[config.mk]
export PLATFORM = sky130hd
export DESIGN_NAME = spi_slave_rx
export DESIGN_NICKNAME = d
export VERILOG_FILES = /design/src/rtl/spi_slave_rx.sv
export SDC_FILE = /design/constraint.sdc
export NUM_CORES = 1
export LEC_CHECK = 0
export CORE_MARGIN = 1.5
export CORE_UTILIZATION = 35
export CTS_BUF_LIST = sky130_fd_sc_hd__clkbuf_8
export CTS_CLUSTER_SIZE = 14
export DETAILED_ROUTE_END_ITERATION = 12
export GPL_TIMING_DRIVEN = 0
export PLACE_DENSITY_LB_ADDON = 0.3
export SYNTH_ARGS = -nofsm -noshare
export SYNTH_HDL_FRONTEND = slang
export SYNTH_SLANG_ARGS = --single-unit
[constraint.sdc]
create_clock -name clk -period 1.1 [get_ports clk]
set_input_delay 0.22 -clock clk [delete_from_list [all_inputs] [get_ports clk]]
set_output_delay 0.22 -clock clk [all_outputs]
set_load 0.02 [all_outputs]
[src/rtl/spi_slave_rx.sv]
// spi_slave_rx - SPI mode 0 slave receiver, MSB first.
//
// The SPI pad inputs are oversampled in the clk domain. Each received byte
// is presented on a valid/ready handshake. A frame may carry several bytes.
//
// Ports:
//   clk, rst      system clock; synchronous active-high reset
//   SPI_sclk      serial clock from the master (idles low)
//   SPI_csn       chip select (active low)
//   SPI_mosi      serial data from the master
//   SPI_miso      serial data to the master
//   rx_data       received byte; stable while rx_valid is high
//   rx_valid      a byte is pending; held until rx_ready accepts it
//   rx_ready      consumer accepts the pending byte
//   rx_overrun    1-cycle pulse: a byte completed while the previous one was
//                 still pending, so the new byte was dropped
//   rx_frame_err  1-cycle pulse: CSN rose with 1-7 bits of a byte received
//   tx_data       byte to return on SPI_miso; sampled at CSN fall and at each
//                 byte boundary
//
// Parameter SYNC_STAGES (2 or 3) sets the synchroniser depth.
// Define SPI_SLAVE_RX_MISO_EN to enable the full-duplex return path.
// Without it, SPI_miso is tied low and tx_data is ignored.
module spi_slave_rx #(
  parameter int SYNC_STAGES = 2
) (
  input  logic       clk,
  input  logic       rst,
  input  logic       SPI_sclk,
  input  logic       SPI_csn,
  input  logic       SPI_mosi,
  output logic       SPI_miso,
  output logic [7:0] rx_data,
  output logic       rx_valid,
  input  logic       rx_ready,
  output logic       rx_overrun,
  output logic       rx_frame_err,
  input  logic [7:0] tx_data
);

  typedef enum logic {ST_IDLE, ST_SHIFT} state_t;

  state_t                 state_q, state_d;
  logic [SYNC_STAGES-1:0] sclk_sync_q, sclk_sync_d;
  logic [SYNC_STAGES-1:0] csn_sync_q, csn_sync_d;
  logic [SYNC_STAGES-1:0] mosi_sync_q, mosi_sync_d;
  logic                   sclk_hist_q, sclk_hist_d;
  logic                   csn_hist_q, csn_hist_d;
  logic [2:0]             bit_cnt_q, bit_cnt_d;
  logic [7:0]             rx_shift_q, rx_shift_d;
  logic [7:0]             rx_data_q, rx_data_d;
  logic                   rx_valid_q, rx_valid_d;
  logic                   rx_overrun_q, rx_overrun_d;
  logic                   rx_frame_err_q, rx_frame_err_d;

  logic sclk_s, csn_s, mosi_s;
  logic sclk_rise, sclk_fall, csn_rise, csn_fall;
  logic [7:0] byte_done;

  assign sclk_s    = sclk_sync_q[SYNC_STAGES-1];
  assign csn_s     = csn_sync_q[SYNC_STAGES-1];
  assign mosi_s    = mosi_sync_q[SYNC_STAGES-1];
  assign sclk_rise = sclk_s & ~sclk_hist_q;
  assign sclk_fall = ~sclk_s & sclk_hist_q;
  assign csn_rise  = csn_s & ~csn_hist_q;
  assign csn_fall  = ~csn_s & csn_hist_q;
  assign byte_done = {rx_shift_q[6:0], mosi_s};

`ifdef SPI_SLAVE_RX_MISO_EN
  logic [7:0] tx_shift_q, tx_shift_d;
`else
  logic unused_tx;
  assign unused_tx = ^tx_data;
`endif

  always_comb begin
    sclk_sync_d    = {sclk_sync_q[SYNC_STAGES-2:0], SPI_sclk};
    csn_sync_d     = {csn_sync_q[SYNC_STAGES-2:0], SPI_csn};
    mosi_sync_d    = {mosi_sync_q[SYNC_STAGES-2:0], SPI_mosi};
    sclk_hist_d    = sclk_s;
    csn_hist_d     = csn_s;
    state_d        = state_q;
    bit_cnt_d      = bit_cnt_q;
    rx_shift_d     = rx_shift_q;
    rx_data_d      = rx_data_q;
    rx_valid_d     = rx_valid_q & ~rx_ready;
    rx_overrun_d   = 1'b0;
    rx_frame_err_d = 1'b0;
`ifdef SPI_SLAVE_RX_MISO_EN
    tx_shift_d     = tx_shift_q;
`endif
    unique case (state_q)
      ST_IDLE: begin
        bit_cnt_d = '0;
        if (csn_fall) begin
          state_d = ST_SHIFT;
`ifdef SPI_SLAVE_RX_MISO_EN
          tx_shift_d = tx_data;
`endif
        end
      end
      ST_SHIFT: begin
        // If CSN rises in the same cycle as an SCLK edge, the CSN rise is
        // handled and the SCLK edge is dropped.
        if (csn_rise) begin
          state_d        = ST_IDLE;
          rx_frame_err_d = (bit_cnt_q != 3'd0);
          bit_cnt_d      = '0;
          rx_shift_d     = '0;
        end else if (sclk_rise) begin
          rx_shift_d = byte_done;
          bit_cnt_d  = bit_cnt_q + 3'd1;
          if (bit_cnt_q == 3'd7) begin
            if (!rx_valid_q || rx_ready) begin
              rx_data_d  = byte_done;
              rx_valid_d = 1'b1;
            end else begin
              rx_overrun_d = 1'b1;
            end
`ifdef SPI_SLAVE_RX_MISO_EN
            tx_shift_d = tx_data;
`endif
          end
        end
`ifdef SPI_SLAVE_RX_MISO_EN
        // The falling edge that follows a byte boundary must not shift.
        // Bit 7 of the newly loaded byte has to stay on MISO until the
        // next rising edge.
        else if (sclk_fall && bit_cnt_q != 3'd0) begin
          tx_shift_d = {tx_shift_q[6:0], 1'b0};
        end
`endif
      end
      default: state_d = ST_IDLE;
    endcase
  end

  always_ff @(posedge clk) begin
    if (rst) begin
      sclk_sync_q    <= '0;
      csn_sync_q     <= '1;
      mosi_sync_q    <= '0;
      sclk_hist_q    <= 1'b0;
      csn_hist_q     <= 1'b1;
      state_q        <= ST_IDLE;
      bit_cnt_q      <= '0;
      rx_shift_q     <= '0;
      rx_data_q      <= '0;
      rx_valid_q     <= 1'b0;
      rx_overrun_q   <= 1'b0;
      rx_frame_err_q <= 1'b0;
`ifdef SPI_SLAVE_RX_MISO_EN
      tx_shift_q     <= '0;
`endif
    end else begin
      sclk_sync_q    <= sclk_sync_d;
      csn_sync_q     <= csn_sync_d;
      mosi_sync_q    <= mosi_sync_d;
      sclk_hist_q    <= sclk_hist_d;
      csn_hist_q     <= csn_hist_d;
      state_q        <= state_d;
      bit_cnt_q      <= bit_cnt_d;
      rx_shift_q     <= rx_shift_d;
      rx_data_q      <= rx_data_d;
      rx_valid_q     <= rx_valid_d;
      rx_overrun_q   <= rx_overrun_d;
      rx_frame_err_q <= rx_frame_err_d;
`ifdef SPI_SLAVE_RX_MISO_EN
      tx_shift_q     <= tx_shift_d;
`endif
    end
  end

`ifdef SPI_SLAVE_RX_MISO_EN
  assign SPI_miso = ~csn_s & tx_shift_q[7];
`else
  assign SPI_miso = 1'b0;
`endif

  assign rx_data      = rx_data_q;
  assign rx_valid     = rx_valid_q;
  assign rx_overrun   = rx_overrun_q;
  assign rx_frame_err = rx_frame_err_q;

endmodule

==> results.md <==
- Status: complete, but fails checks
- Failing checks: setup timing
- Post-DR wirelength/cell: approximately 11 microns
- Die outline height: approximately 59 microns
- Ant diodes: 0
- Final WL: 1898 microns
- Final ANT Viol Nets: 0
- DR pass1 iterations: 4
- Synth Warn #: 0
- Synth cell types: 23
- Final setup fails: 9
- DIE WIDTH: 59.15 microns
- Peak VDD IR: 0.6589 mV
- Finished Cell Area: 0.001498 sq mm
- CP arrival: 1.40 ns
- MaxCap Viol Count: 0
- Initial antenna violation count: 0
- Fmax: 831.3 MHz
- Nets: 146
- DRC: 0
- Vias in the first global route: 751
- Global route overflow: 0
- Post-synthesis average cell area: approximately 11 sq um
- Total Power: 2.067 mW
- DR iter-0 viols: 15
- WHS: 0.4098 ns
- GRT Overall Usage: 0.1251
- Endpoints failing hold: 0
- Sequential cell area fraction in the yosys report: 0.5442
- IO Count: 26
- CTS tree: done
- Top cells by area, synth: dfxtp_1, nand2b_1, mux2i_1
- Initial Util: 0.3645
- RePlAce Congestion: 0.6801
- Post-Syn Instances: 102
- Area Growth Syn to Fin: 35.71%
- Tcrit/Tclk final: 1.094
- Min Tclk post-route: 1.203 ns
- Most frequent cells in the layout: dfxtp_1, nand2b_1, clkbuf_8, buf_2, mux2i_1
- Row count: 20
- Placed Cells incl. Taps: 162
- Startpoint Class: register
- Global-route wire length before repair: 3118 microns
- Yosys top cell by area: dfxtp_1
- Worst slack at placement: -0.6520 ns
- Dpl hpwl: about 1200 microns
- Final WS setup: -0.1029 ns
- Worst path required time: 1.30 ns
- Worst skew pair latency: between 0.2 and 0.3 ns
- Synth Cell Area: 0.001104 sq mm
- Leakage: 0.6257 nW
- Core ar.: 0.003028 sq mm
- Clock skew: 0.002902 ns
- Placed instance area: 0.001346 sq mm
- WS Path Type: reg -> reg
- Cts bufs inserted: 5
- CP Max Fanout: 8
- CTS root buffer: clkbuf_8
- Clock sink count: 30
- Most common cell after layout, fill and taps aside: dfxtp_1
- H-Tree Level Count: 2
- Vias per inst: approximately 4.5
- Fin. max-slew vios: 0
- Share of cells above drive strength 1: 0.3538
- Port bufs: 16
- FF+latch count, synth: 30
- Die ar.: 0.003499 sq mm
- Area share of the largest cell type after synthesis: 0.5442
- CTS hold repair buffers: 0
- HP Class: reg -> reg
- Via count: 786
- Clock buffer depth: 2
- Fin cells: roughly 170
- Clk slew on worst S/H paths: around 0.06 ns
- Filler cells: 300
- Largest net degree at the start of global routing: 11
- Syn Nets: 119
- RSZ-0062 raised after global routing: yes
- Crit. End Element: register
- P per Cell Area: 1380 mW/mm^2
## area by class of cell
cell class                      count  area (sq um)  share of cell area
Sequential cell                    30         605.6              0.4043
Multi-Input combinational cell     65         538.0              0.3592
Timing Repair Buffer               20         140.1             0.09357
Clock buffer                        6         82.58             0.05514
Buffer                              5         60.06             0.04010
Tap cell                           44         55.05             0.03676
Clock inverter                      2         8.758            0.005848
Inverter                            2         7.507            0.005013
## final timing paths
path,slack [ns],depth (start not counted),start,endpoint
min reg2reg,0.41,1,csn_sync_q[0],csn_sync_q[1]
min,0.41,1,csn_sync_q[0],csn_sync_q[1]
max reg2reg,-0.10,5,bit_cnt_q[0],rx_data[0]
max,-0.10,5,bit_cnt_q[0],rx_data[0]
## layer usage
metal  GRT usage  part of all wire  vias up
met5           0                 0        -
li1            -                 -      400
met4     0.05844             0.016        0
met3     0.06550             0.051        5
met1      0.1284              0.43      362
met2      0.2095              0.50       19
## where the power goes
part           internal [mW]  switching (mW)
Clock                  0.494           0.368
Sequential              1.10         0.00885
Combinational         0.0586          0.0354
## registers in the layout, summed over array words and instances (netlist names)
name / cells
rx_overrun: 1
bit_cnt_q: 3
rx_shift_q: 7
csn_hist_q: 1
csn_sync_q: 2
mosi_sync_q: 2
rx_valid: 1
state_q: 1
sclk_sync_q: 2
rx_data: 8
sclk_hist_q: 1
rx_frame_err: 1
## worst max-delay path, cell delays in order, from the launching register on
cell	delay [ns]
dfxtp_2	0.33
ha_4	0.16
ha_4	0.15
nand4bb_1	0.13
buf_6	0.17
mux2i_1	0.19
## kinds of logic after synthesis
| kind of cell | synth area share |
|---|---|
| AO/OA/AOI/OAI | 0.07937 |
| adder cells (fa/ha/maj) | 0.03402 |
| buffers and inverters | 0.03402 |
| flip-flops | 0.5442 |
| multiplexers | 0.08277 |
| other | 0.003398 |
| AND/OR/NAND/NOR | 0.2222 |
## cell usage after synthesis
| library cell | number |
|---|---|
| dfxtp_1 | 30 |
| nand2b_1 | 20 |
| mux2i_1 | 8 |
| o22ai_1 | 8 |
| nor2b_1 | 7 |
| nor3_1 | 4 |
| clkbuf_1 | 3 |
| ha_1 | 3 |
| or2_2 | 3 |
| a22o_1 | 2 |
| inv_1 | 2 |
| a21oi_1 | 1 |
| and2b_4 | 1 |
| buf_4 | 1 |
| buf_6 | 1 |
| conb_1 | 1 |
| mux2_2 | 1 |
| nand2_1 | 1 |
| nand3_1 | 1 |
| nand3b_1 | 1 |
| nand4bb_1 | 1 |
| o21a_1 | 1 |
| o21bai_1 | 1 |
## metrics by stage
stage	util	setup TNS (ns)
3_5_place_dp	0.4446	-14.95
6_report	0.4946	-0.7523
5_1_grt	0.4946	-1.359
3_3_place_gp	0.4446	-14.73
4_1_cts	0.5008	-0.5221
2_1_floorplan	-	0
## repair_timing
item                                    4_1_cts  5_1_grt
gates resized for setup                      50       14
setup buffers                                 2        1
pin swaps                                     0        2
endpoints found under the setup margin       40       23
gates cloned                                  1        0
Power figures use the tool's default switching activity.
